<file path="config.mk">
export PLATFORM = sky130hd
export DESIGN_NAME = fwd_hazard_unit
export DESIGN_NICKNAME = d
export VERILOG_FILES = /design/src/rtl/fwd_hazard_unit.sv
export SDC_FILE = /design/constraint.sdc
export NUM_CORES = 1
export LEC_CHECK = 0
export CAP_MARGIN = 25
export CORE_MARGIN = 10
export CORE_UTILIZATION = 25
export DETAILED_ROUTE_END_ITERATION = 8
export PLACE_DENSITY = 0.46
export SLEW_MARGIN = 5
export SYNTH_ARGS = -nofsm -noshare
export SYNTH_HDL_FRONTEND = slang
export SYNTH_SLANG_ARGS = --single-unit
</file>
<file path="constraint.sdc">
create_clock -name clk -period 3.2 [get_ports clk]
set_clock_uncertainty 0.1 [all_clocks]
set_input_delay 0.64 -clock clk [delete_from_list [all_inputs] [get_ports clk]]
set_output_delay 0.64 -clock clk [all_outputs]
set_load 0.05 [all_outputs]
</file>
<file path="src/rtl/fwd_hazard_unit.sv">
// Operand-forwarding and load-use hazard unit for the in-order RV32 pipeline.
// A shadow pipeline of in-flight writers feeds NUM_SRC bypassed operands to ID.
module fwd_hazard_unit #(
  parameter int XLEN      = 32,
  parameter int NUM_SRC   = 2,
  parameter int FWD_DEPTH = 3,
  parameter int LOAD_LAT  = 1
) (
  input  logic                    clk,
  input  logic                    rst_n,
  input  logic                    id_fire,
  input  logic                    id_rd_we,
  input  logic                    id_is_load,
  input  logic [4:0]              id_rd_addr,
  input  logic [5*NUM_SRC-1:0]    id_rs_addr,
  input  logic [XLEN*NUM_SRC-1:0] id_rs_data,
  input  logic [XLEN-1:0]         ex_result,
  input  logic [XLEN-1:0]         mem_rdata,
  output logic [XLEN*NUM_SRC-1:0] id_rs_out,
  output logic                    stall,
  output logic [15:0]             stall_cnt
);

  logic [FWD_DEPTH-1:0] vld_q, vld_d;
  logic [FWD_DEPTH-1:0] we_q, we_d;
  logic [FWD_DEPTH-1:0] ld_q, ld_d;
  logic [FWD_DEPTH-1:0] rdy_q, rdy_d;
  logic [4:0]           rd_q   [FWD_DEPTH];
  logic [4:0]           rd_d   [FWD_DEPTH];
  logic [XLEN-1:0]      data_q [FWD_DEPTH];
  logic [XLEN-1:0]      data_d [FWD_DEPTH];
  logic [15:0]          cnt_q, cnt_d;

  function automatic logic [15:0] sat_inc16(input logic [15:0] v);
    return (v == 16'hFFFF) ? v : v + 16'd1;
  endfunction

  // A stage can supply data if captured already, or if its producer drives it this cycle.
  function automatic logic stage_avail(input int k, input logic ld, input logic rdy);
    return rdy | ((k == 0) & ~ld) | ((k == LOAD_LAT) & ld);
  endfunction

  // Stage 0 takes the issuing instruction; every older stage takes its younger neighbour.
  always_comb begin
    vld_d     = '0;
    we_d      = '0;
    ld_d      = '0;
    rdy_d     = '0;
    vld_d[0]  = id_fire;
    we_d[0]   = id_fire & id_rd_we;
    ld_d[0]   = id_fire & id_is_load;
    rd_d[0]   = id_fire ? id_rd_addr : 5'd0;
    data_d[0] = '0;
    for (int k = 1; k < FWD_DEPTH; k++) begin
      vld_d[k]  = vld_q[k-1];
      we_d[k]   = we_q[k-1];
      ld_d[k]   = ld_q[k-1];
      rd_d[k]   = rd_q[k-1];
      rdy_d[k]  = rdy_q[k-1];
      data_d[k] = data_q[k-1];
      if (vld_q[k-1] && !rdy_q[k-1]) begin
        if ((k - 1) == 0 && !ld_q[k-1]) begin
          rdy_d[k]  = 1'b1;
          data_d[k] = ex_result;
        end else if ((k - 1) == LOAD_LAT && ld_q[k-1]) begin
          rdy_d[k]  = 1'b1;
          data_d[k] = mem_rdata;
        end
      end
    end
  end

  // Oldest-to-youngest scan so the youngest matching writer is the last to override.
  always_comb begin : fwd_sel
    logic [4:0]      rs;
    logic            avail;
    logic [XLEN-1:0] val;
    id_rs_out = id_rs_data;
    stall     = 1'b0;
    for (int i = 0; i < NUM_SRC; i++) begin
      rs    = id_rs_addr[5*i +: 5];
      avail = 1'b1;
      val   = id_rs_data[XLEN*i +: XLEN];
      for (int k = FWD_DEPTH - 1; k >= 0; k--) begin
        if (vld_q[k] && we_q[k] && (rd_q[k] != 5'd0) && (rd_q[k] == rs)) begin
          avail = stage_avail(k, ld_q[k], rdy_q[k]);
          if (rdy_q[k])
            val = data_q[k];
          else if (k == 0)
            val = ex_result;
          else
            val = mem_rdata;
        end
      end
      if (avail)
        id_rs_out[XLEN*i +: XLEN] = val;
      stall = stall | ~avail;
    end
  end

  always_comb begin
    cnt_d = stall ? sat_inc16(cnt_q) : cnt_q;
  end

  // Shadow pipeline stage boundary.
  always_ff @(posedge clk or negedge rst_n) begin
    if (!rst_n) begin
      vld_q <= '0;
      we_q  <= '0;
      ld_q  <= '0;
      rdy_q <= '0;
      cnt_q <= '0;
      for (int k = 0; k < FWD_DEPTH; k++) begin
        rd_q[k]   <= '0;
        data_q[k] <= '0;
      end
    end else begin
      vld_q <= vld_d;
      we_q  <= we_d;
      ld_q  <= ld_d;
      rdy_q <= rdy_d;
      cnt_q <= cnt_d;
      for (int k = 0; k < FWD_DEPTH; k++) begin
        rd_q[k]   <= rd_d[k];
        data_q[k] <= data_d[k];
      end
    end
  end

  assign stall_cnt = cnt_q;

endmodule

</file>
Yosys cells after proc, flatten, opt, wreduce, memory -nomap -nowiden:

Index checks and enable logic that the tools add are counted.

* bits in registers: 105
* bits in latches: 0
* bits in writable memories: 0
* ROM bits: 0
* input port bits: 148
* memories: 0

* $add $sub $neg: 1
* multiply operators: 0
* div/mod/pow operators: 0
* $lt $le $gt $ge: 0
* equality and inequality tests: 7
* shift-type cells: 0
* mux-type cells: 25
* bitwise operators: 8
* reductions and logical operators: 18

Operators by type and width (number)
* $mux 32: 14
* $eq 5x5->1: 6
* $add 16x1->16 const B: 1
* $eq 16x16->1 const B: 1
* $reduce_bool 5->1: 3
* $logic_and 1x1->1: 13
* $mux 1: 10
* $mux 5: 1
* $not 1->1: 4
* $and 1x1->1: 2
* $or 1x1->1: 2
* $reduce_and 2->1: 1
* $logic_not 1->1: 1

Longest topological paths before layout:

Gate-level depths: netlist of the first run.

* word-level depth: 9
* gate-level depth with buffers: 10
* depth with buffers taken out: 7

Worst setup path before layout of the first run:

No wires, ideal clock.

* path kind: in2out
* start: input port id_rs_addr[0]
* end: output port id_rs_out[10]
* data arrival time: 3.234 ns
* path slack: -0.774 ns
* stages: 9
* cell sequence: xnor2_1 nand3_1 nor4_4 or3b_1 a31o_1 buf_2 buf_2 buf_1 a21oi_1

* longest elaborated chain between the ends: 6
* elaborated cells between the ends (all ways): 13
* those cells by class: eq/ne: 3; mux: 7; reduce/logical: 3

RTL lines
* start: declaration: line 15 `input logic [5*NUM_SRC-1:0] id_rs_addr,`
* $eq 5x5->1: line 85 `if (vld_q[k] && we_q[k] && (rd_q[k] != 5'd0) && (rd_q[k] == rs)) begin`
* $logic_and 1x1->1: line 85
* $mux 32 or $mux 1 (tied branches) (3 in series): line 85
* $mux 32 *: line 95 `if (avail)`
* end: declaration: line 19 `output logic [XLEN*NUM_SRC-1:0] id_rs_out,`

Every way passes the cells marked *; elsewhere a longest branch is shown, timed or not.

Worst setup path in the final report of the first run:

* start: register rd_q[3] (netlist name)
* end: output port id_rs_out[32]

* longest elaborated chain between the ends: 7
* elaborated cells between the ends (all ways): 11
* those cells by class: eq/ne: 1; mux: 7; reduce/logical: 3

RTL lines
* start: declaration: line 28 `logic [4:0] rd_q [FWD_DEPTH];`
* start signal: indexed assignment: line 124 `rd_q[k] <= rd_d[k];`
* $reduce_bool 5->1: line 85
* $logic_and 1x1->1: line 85
* $logic_and 1x1->1 *: line 85
* $mux 32 or $mux 1 (tied branches) (3 in series): line 85
* $mux 32 *: line 95

Marked as above.

==> out/qor.yml, run 1 <==
status: "finished, violations left"
violations: "negative setup slack"
crit_start: "rd_q[3]"
grt_pass1_vias: 8137
start_kind: "flip-flop"
syn_nets: 1000
wire_per_inst_um: 21.9
r2r-end: "stall_cnt[12]"
r2r_cells: 10
intPower_uw: 2690
die_x_um: 192
globalRouteTotalUtil: 0.166
fmax_mhz: 266
root_buffer: "clkbuf_16"
via_per_inst: 5.09
fin_area_um2: 13600
clock_latency_ns: 0.37
io_buffers: 228
initial_core_util: 0.255
grt_max_degree: 106
setup_tns_ns: -33.07
h-tree-depth: 3
cts_hold_buf: 0
fin_nets: 1298
synth_warnings: 0
ioPinCount: 229
multiInputGateArea_um2: 5810
p_leak_uw: 0.00577
grt_pass1_wl_um: 48000
antenna_found_initial: 2
avgSynthCellArea_um2: 8.65
cap_violations: 0
p_seq_frac: 0.358
synth_cells: 851
r2r_setup_slack_ns: -0.08
cts_num_sinks: 105
dr_total_vias: 7836
critical_path_class: "flip-flop to output port"
relSlewSlack: 0.395
endpoint_kind: "output port"
drc: 0
pwr-share-clk: 0.298
core_area_um2: 28900
critPathMaxFanout: 11
total_power_uw: 4070
setup_slack_ns: -0.559
p_comb_frac: 0.344
tightest_slew_ns: 0.906
nFillCells: 2798
grt_overflow: 0
dieArea_um2: 36700
syn_area_um2: 7360
postPlaceCellArea_um2: 11700
fin_crit_ns: 3.76
hold_viol: 0
worstPathRequired_ns: 2.46
die_h_um: 192
drtPass1Iterations: 5
routabilityCongestion: 0.799
postRouteAntennaNets: 0
setup_violations: 66
maxSlewViolCount: 0
routed_wl_um: 33700
rr_startpoint: "rd_d[3]"
numCtsBuffers: 9
synth_cell_type_count: 45
diodes: 0
dpl.hpwl_um: 21800
layout.area.seq_um2: 2630
worst_ep_arrival_time_ns: 3.02
clock_path_buffers: 2
clk_pin_slew_ns: 0.08
ys_seq_area_frac: 0.357
hold_class: "input pin to asynchronous set/reset pin"
cts_tree: "built"
period_share: 1.17
drive_gt1_frac: 0.412
switching_share: 0.339
ys_ff_latch: 105
power_density_nw_per_um2: 300
grt_setup_unrepaired: "true"
fp-row-count: 62
peakVddDrop_mv: 0.310
p_sw_uw: 1380
drtIter0Drc: 425
areaGrowthSynthToFinish_pct: 84.2
[layout make-up]
type / instances / area share
clock inverters: 7 / 0.00711
inverters: 2 / 0.000554
clock buffers: 9 / 0.0166
flip-flops and latches: 105 / 0.194
repair buffers: 357 / 0.317
well taps: 384 / 0.0355
multi-input cells: 674 / 0.429
[metrics by stage]
stage	instances	utilization	setup slack, ns	hold slack, ns
2_1_floorplan	851	-	-0.196	0.244
3_3_place_gp	1484	0.406	-0.774	0.271
3_5_place_dp	1484	0.406	-0.790	0.263
4_1_cts	1524	0.448	-0.593	0.266
5_1_grt	1538	0.470	-0.644	0.284
6_report	1538	0.470	-0.559	0.150
[state kept, by name, indices dropped and copies added, names as in the netlist]
signal,flops
data_q,64
stall_cnt,16
rd_d,10
rd_q,5
vld_q,3
we_q,3
ld_q,2
rdy_q,2
[worst max-delay path: stages (launching register included)]
cell	delay [ns]
dfrtp_1	0.42
or4_4	0.17
o211ai_4	0.09
buf_4	0.14
or4_4	0.53
o311a_4	0.38
nor2_4	0.18
buf_6	0.17
buf_12	0.15
a311oi_2	0.05
a21o_2	0.24
buf_8	0.15
[worst max-delay path by stage]
stage               slack [ns]  depth (start not counted)            end
floorplan                -0.20                          8  id_rs_out[22]
global placement         -0.77                         11  id_rs_out[40]
detailed placement       -0.79                         12  id_rs_out[40]
CTS                      -0.59                         11  id_rs_out[18]
global route             -0.64                         11  id_rs_out[32]
finish                   -0.56                         11  id_rs_out[32]
[power groups by stage]
stage	sequential [µW]	clock [µW]	combinational, µW
after floorplan	1520	0	634
after global placement	1480	0	1280
after detailed placement	1480	0	1280
after CTS	1460	1270	1370
after global routing	1470	1300	1480
final	1450	1210	1400
[per-layer routing]
metal	part of all wire	vias to the layer above	GRT usage
met5	0.00080	-	0
met4	0.0080	4	0.0328
met3	0.063	20	0.0435
met2	0.47	215	0.273
met1	0.46	3933	0.216
li1	-	3664	-
[cells by family (layout without fill, tap and decap cells)]
kind of cell	count (synthesis)	count (layout)	synth area share
adders and majority gates	1	1	0.00170
muxes	106	106	0.156
and+or+nand+nor	312	312	0.186
buffers and inverters	73	375	0.0384
DFF	105	105	0.357
xor gates and xnor gates	37	37	0.0440
AOI/OAI and AO/OA	217	218	0.216
[Yosys cell counts (all sizes together)]
cell | count | area, µm²
nor2 | 132 | 495
nand2 | 107 | 402
dfrtp | 105 | 2630
mux2 | 72 | 811
clkbuf | 54 | 203
and2 | 39 | 244
a211oi | 37 | 278
a21oi | 34 | 170
mux2i | 34 | 340
a211o | 32 | 280
a21o | 32 | 240
a311oi | 31 | 272
o22ai | 31 | 194
xnor2 | 22 | 193
buf | 17 | 72.6
xor2 | 15 | 131
nand3 | 7 | 35.0
o21ai | 6 | 30.0
nand4 | 5 | 31.3
nor3 | 5 | 25.0
o211ai | 5 | 42.5
or3 | 4 | 25.0
or4 | 3 | 22.5
a31oi | 2 | 18.8
and3 | 2 | 12.5
inv | 2 | 7.51
nand2b | 2 | 12.5
nor4 | 2 | 33.8
o311a | 2 | 20.0
a2111oi | 1 | 15.0
a21boi | 1 | 7.51
a31o | 1 | 8.76
ha | 1 | 12.5
nand3b | 1 | 7.51
nor2b | 1 | 6.26
o2111ai | 1 | 8.76
o21bai | 1 | 7.51
or2 | 1 | 6.26
or3b | 1 | 8.76
[timing repair]
action | in CTS | in global routing
buffers inserted | 22 | 9
resized for setup | 171 | 85
setup endpoints to repair | 71 | 67
pin swaps | 31 | 26
endpoints found under the hold margin | 0 | 0
cloned | 3 | 11
[placed cells by master (no fill, tap or decap), types with 32 or more instances in the layout]
master | synthesis | routed
a211o_1 | 32 | 32
a21oi_4 | 0 | 32
and2_1 | 39 | 39
buf_12 | 0 | 59
buf_4 | 0 | 75
clkdlybuf4s50_1 | 0 | 154
dfrtp_1 | 105 | 102
mux2_2 | 66 | 66
mux2i_1 | 34 | 34
nand2_1 | 107 | 106
nor2_1 | 132 | 97
No activity file was read; power rests on OpenSTA's default activity.
==> run 2, diff against run 1 <==
TNS_END_PERCENT = 100   (was default)
==> results of run 2 <==
Final layout, timing and power as in run 1 (identical DEF).
==> run 3, diff against run 2 <==
ABC_AREA = 1   (was default)
CTS_CLUSTER_DIAMETER = 40   (was default)
PLACE_DENSITY = 0.45   (was 0.46)
==> run 3 against run 2 <==
Effect of this change:
- the run still ends with negative setup slack left
- sequential cell count stayed put
- power is 3.9% lower
- die area is 6.6% higher
- first-iteration DRC count is 40% higher
- non-clock buffer count is 29 lower
- design area is 4.8% lower
- area after synthesis is 7.4% higher
- worst setup slack better by 0.55 ns
- clock-buffer cell count stayed put
- critical path depth is 2 higher
==> out/qor.yml, run 3 <==
synth_top_area_frac: 0.332  # was 0.357
synth_cells: 1308  # was 851
setup_tns_ns: -0.0183  # was -33.07 ns
critPathBufInv: 6  # was 4
crit_family: "buffers and inverters"  # was simple AND/OR/NAND/NOR gates
critPathMaxFanout: 7  # was 11
synth-edff-count: 0  # unchanged
hold_class: "input pin to asynchronous set/reset pin"  # unchanged
fmax_mhz: 312  # was 266 MHz
ys_ff_latch: 105  # unchanged
drtIter0Drc: 597  # was 425
synth_cell_type_count: 28  # was 45
start_kind: "input pin"  # was flip-flop
drive_gt1_frac: 0.239  # was 0.412
endpoint_kind: "output port"  # unchanged
tightest_slew_ns: 0.898  # was 0.906 ns
grt_overflow: 0  # unchanged
period_share: 1.00  # was 1.17
areaGrowthSynthToFinish_pct: 63.1  # was 84.2%
cap_violations: 0  # unchanged
cts_tree: "built"  # unchanged
final_common_cell: "nand2_1"  # was clkdlybuf4s50_1
stdcell_count: 1980  # was 1538
clock_path_buffers: 2  # unchanged
synth_common_cells: "nand2_1, o21ai_0, inv_1"  # was nor2_1, nand2_1, dfrtp_1
final_cell_mix: "nand2_1, clkdlybuf4s50_1, inv_1, o21ai_0, dfrtp_1"  # was clkdlybuf4s50_1, nand2_1, dfrtp_1, nor2_1, buf_4
preCtsSetupSlack_ns: -0.472  # was -0.790 ns
ioPinCount: 229  # unchanged
max_stage_delay_ns: 0.24  # was 0.53 ns
io_buffers: 228  # unchanged
fin_crit_ns: 3.21  # was 3.76 ns
syn_area_um2: 7900  # was 7360 µm²
p_leak_uw: 0.00653  # was 0.00577 µW
root_buffer: "clkbuf_16"  # unchanged
path_cells: "clkdlybuf4s15_2 -> inv_1 -> nor2_1 -> nor3_2 -> nand3_2 -> nand2_2 -> inv_2 -> a21oi_4 -> buf_12 -> clkbuf_16 -> o21ai_2 -> o21ai_1 -> buf_6"  # was or4_4 -> o211ai_4 -> buf_4 -> or4_4 -> o311a_4 -> nor2_4 -> buf_6 -> buf_12 -> a311oi_2 -> a21o_2 -> buf_8
violations: "negative setup slack"  # unchanged
switching_share: 0.336  # was 0.339
initial_core_util: 0.252  # was 0.255
relSlewSlack: 0.399  # was 0.395
fin_nets: 1721  # was 1298
antenna_found_initial: 3  # was 2
drc: 0  # unchanged
worst_ep_arrival_time_ns: 2.47  # was 3.02 ns
p_comb_frac: 0.309  # was 0.344
ys.flop_type: "dfrtp_1"  # unchanged
die_x_um: 198  # was 192 µm
syn_nets: 1457  # was 1000
status: "finished, violations left"  # unchanged
fp-row-count: 65  # was 62
routabilityCongestion: 0.858  # was 0.799
dr_total_vias: 9393  # was 7836
grt_pass1_vias: 9219  # was 8137
dieArea_um2: 39100  # was 36700 µm²
maxSlewViolCount: 0  # unchanged
hold_viol: 0  # unchanged
die_h_um: 198  # was 192 µm
peakVddDrop_mv: 0.201  # was 0.310 mV
grt_setup_unrepaired: "true"  # unchanged
setup_slack_ns: -0.00838  # was -0.559 ns
nFillCells: 3325  # was 2798
globalRouteTotalUtil: 0.179  # was 0.166
worstPathRequired_ns: 2.46  # about the same
intPower_uw: 2600  # was 2690 µW
clk_pin_slew_ns: 0.07  # was 0.08 ns
critical_path_class: "input pin to output port"  # was flip-flop to output port
clock_latency_ns: 0.35  # was 0.37 ns
setup_violations: 4  # was 66
grt_pass1_wl_um: 54600  # was 48000 µm
core_area_um2: 31400  # was 28900 µm²
h-tree-depth: 3  # unchanged
postRouteAntennaNets: 0  # unchanged
pwr-share-clk: 0.321  # was 0.298
drtPass1Iterations: 5  # unchanged
routed_wl_um: 37600  # was 33700 µm
cp_slowest_cell: "nor3_2"  # was or4_4
async_flop_share: 1.00  # unchanged
fin_util: 0.411  # was 0.470
wire_per_inst_um: 19.0  # was 21.9 µm
synth_top_cell_by_area: "dfrtp_1"  # unchanged
p_seq_frac: 0.370  # was 0.358
power_density_nw_per_um2: 303  # was 300 nW/µm²
whs_ns: 0.143  # was 0.150 ns
numCtsBuffers: 9  # unchanged
regMostFlops: "data_q"  # unchanged
cts_hold_buf: 0  # unchanged
p_sw_uw: 1310  # was 1380 µW
ys_seq_area_frac: 0.332  # was 0.357
synth_area_leaders: "dfrtp_1, nand2_1, o21ai_0, inv_1, nand3_1"  # was dfrtp_1, mux2_2, nor2_1, nand2_1, mux2i_1
avgSynthCellArea_um2: 6.04  # was 8.65 µm²
largest_reg_flops: 64  # unchanged
dpl.cell_count: 1935  # was 1484
cts_num_sinks: 105  # unchanged
yosysMostFrequentCell: "nand2_1"  # was nor2_1
synth_warnings: 0  # unchanged
via_per_inst: 4.74  # was 5.09
grt_max_degree: 66  # was 106
dpl.hpwl_um: 26400  # was 21800 µm
[run 3: cell count changes after synthesis, moves of 31 or more]
| cell | delta |
|---|---|
| o22ai_1 | -31 |
| o21ai_0 | +163 |
| o21ai_1 | +33 |
| nand3_1 | +97 |
| a211oi_1 | -37 |
| a211o_1 | -32 |
| a311oi_1 | -31 |
| a21o_1 | -32 |
| mux2_2 | -66 |
| nor2_1 | -64 |
| inv_1 | +154 |
| mux2i_1 | -34 |
| and2_1 | -39 |
| nand2_1 | +389 |
[run 3: what timing repair did]
item,4_1_cts,5_1_grt
endpoints found under the setup margin,65,64
pin swaps,15,65
setup buffers,2,13
resized for setup,69,281
cloned,1,13
[run 3: cells by family (layout without fill, tap and decap cells)]
| family | Yosys count | count (layout) | share of synthesized area |
|---|---|---|---|
| compound gates | 233 | 233 | 0.155 |
| flops | 105 | 105 | 0.332 |
| fa+ha+maj | 1 | 1 | 0.00158 |
| buf+inv | 238 | 507 | 0.120 |
| xor+xnor | 27 | 27 | 0.0299 |
| simple gates | 704 | 704 | 0.362 |
| other cells | 0 | 1 | 0 |
[run 3: worst reg2reg max path: cells and delay by family, from the launching register on]
family | cells | cell delay, ns
simple gates | 10 | 0.79
buf+inv | 8 | 1.04
flops | 1 | 0.42
compound gates | 1 | 0.22
[run 3: final cells by class]
cell class                      count  area, µm²  share of cell area
Antenna cell                        1       2.50            0.000194
Clock buffer                        9        225              0.0175
Clock inverter                      7        103             0.00796
Inverter                          163        639              0.0496
Multi-Input combinational cell    965       4980               0.386
Sequential cell                   105       2640               0.204
Tap cell                          402        503              0.0390
Timing Repair Buffer              328       3800               0.295
[run 3: path summary, 6_finish.rpt]
check	start	to	slack, ns	cells past startpoint
setup / recovery	id_rs_addr[7]	id_rs_out[37]	-0.008	13
hold / removal	rst_n	data_q[25]	0.14	1
setup reg to reg	rd_d[3]	stall_cnt[3]	0.57	19
hold reg to reg	we_q[0]	we_q[1]	0.28	0
max in group asynchronous	rst_n	rdy_q[1]	2.14	2
min in group clk	we_q[0]	we_q[1]	0.28	0
[run 3: per-layer routing]
layer | wire [µm] | track usage
met1 | 16900 | 0.230
met2 | 17700 | 0.297
met3 | 2150 | 0.0351
met4 | 837 | 0.0513
met5 | 13 | 0
[run 3: power groups by stage]
stage	clock, µW	sequential, µW	combinational (µW)
6_report	1250	1450	1210
2_1_floorplan	0	1490	538
3_3_place_gp	0	1470	1100
3_5_place_dp	0	1470	1100
5_1_grt	1350	1460	1310
4_1_cts	1300	1450	1120
[run 3: metrics by stage]
step | instance area, µm² | power [µW]
after floorplan | 7900 | 2030
after global placement | 11200 | 2570
after detailed placement | 11200 | 2570
after CTS | 11700 | 3870
after global routing | 12900 | 4120
final | 12900 | 3910
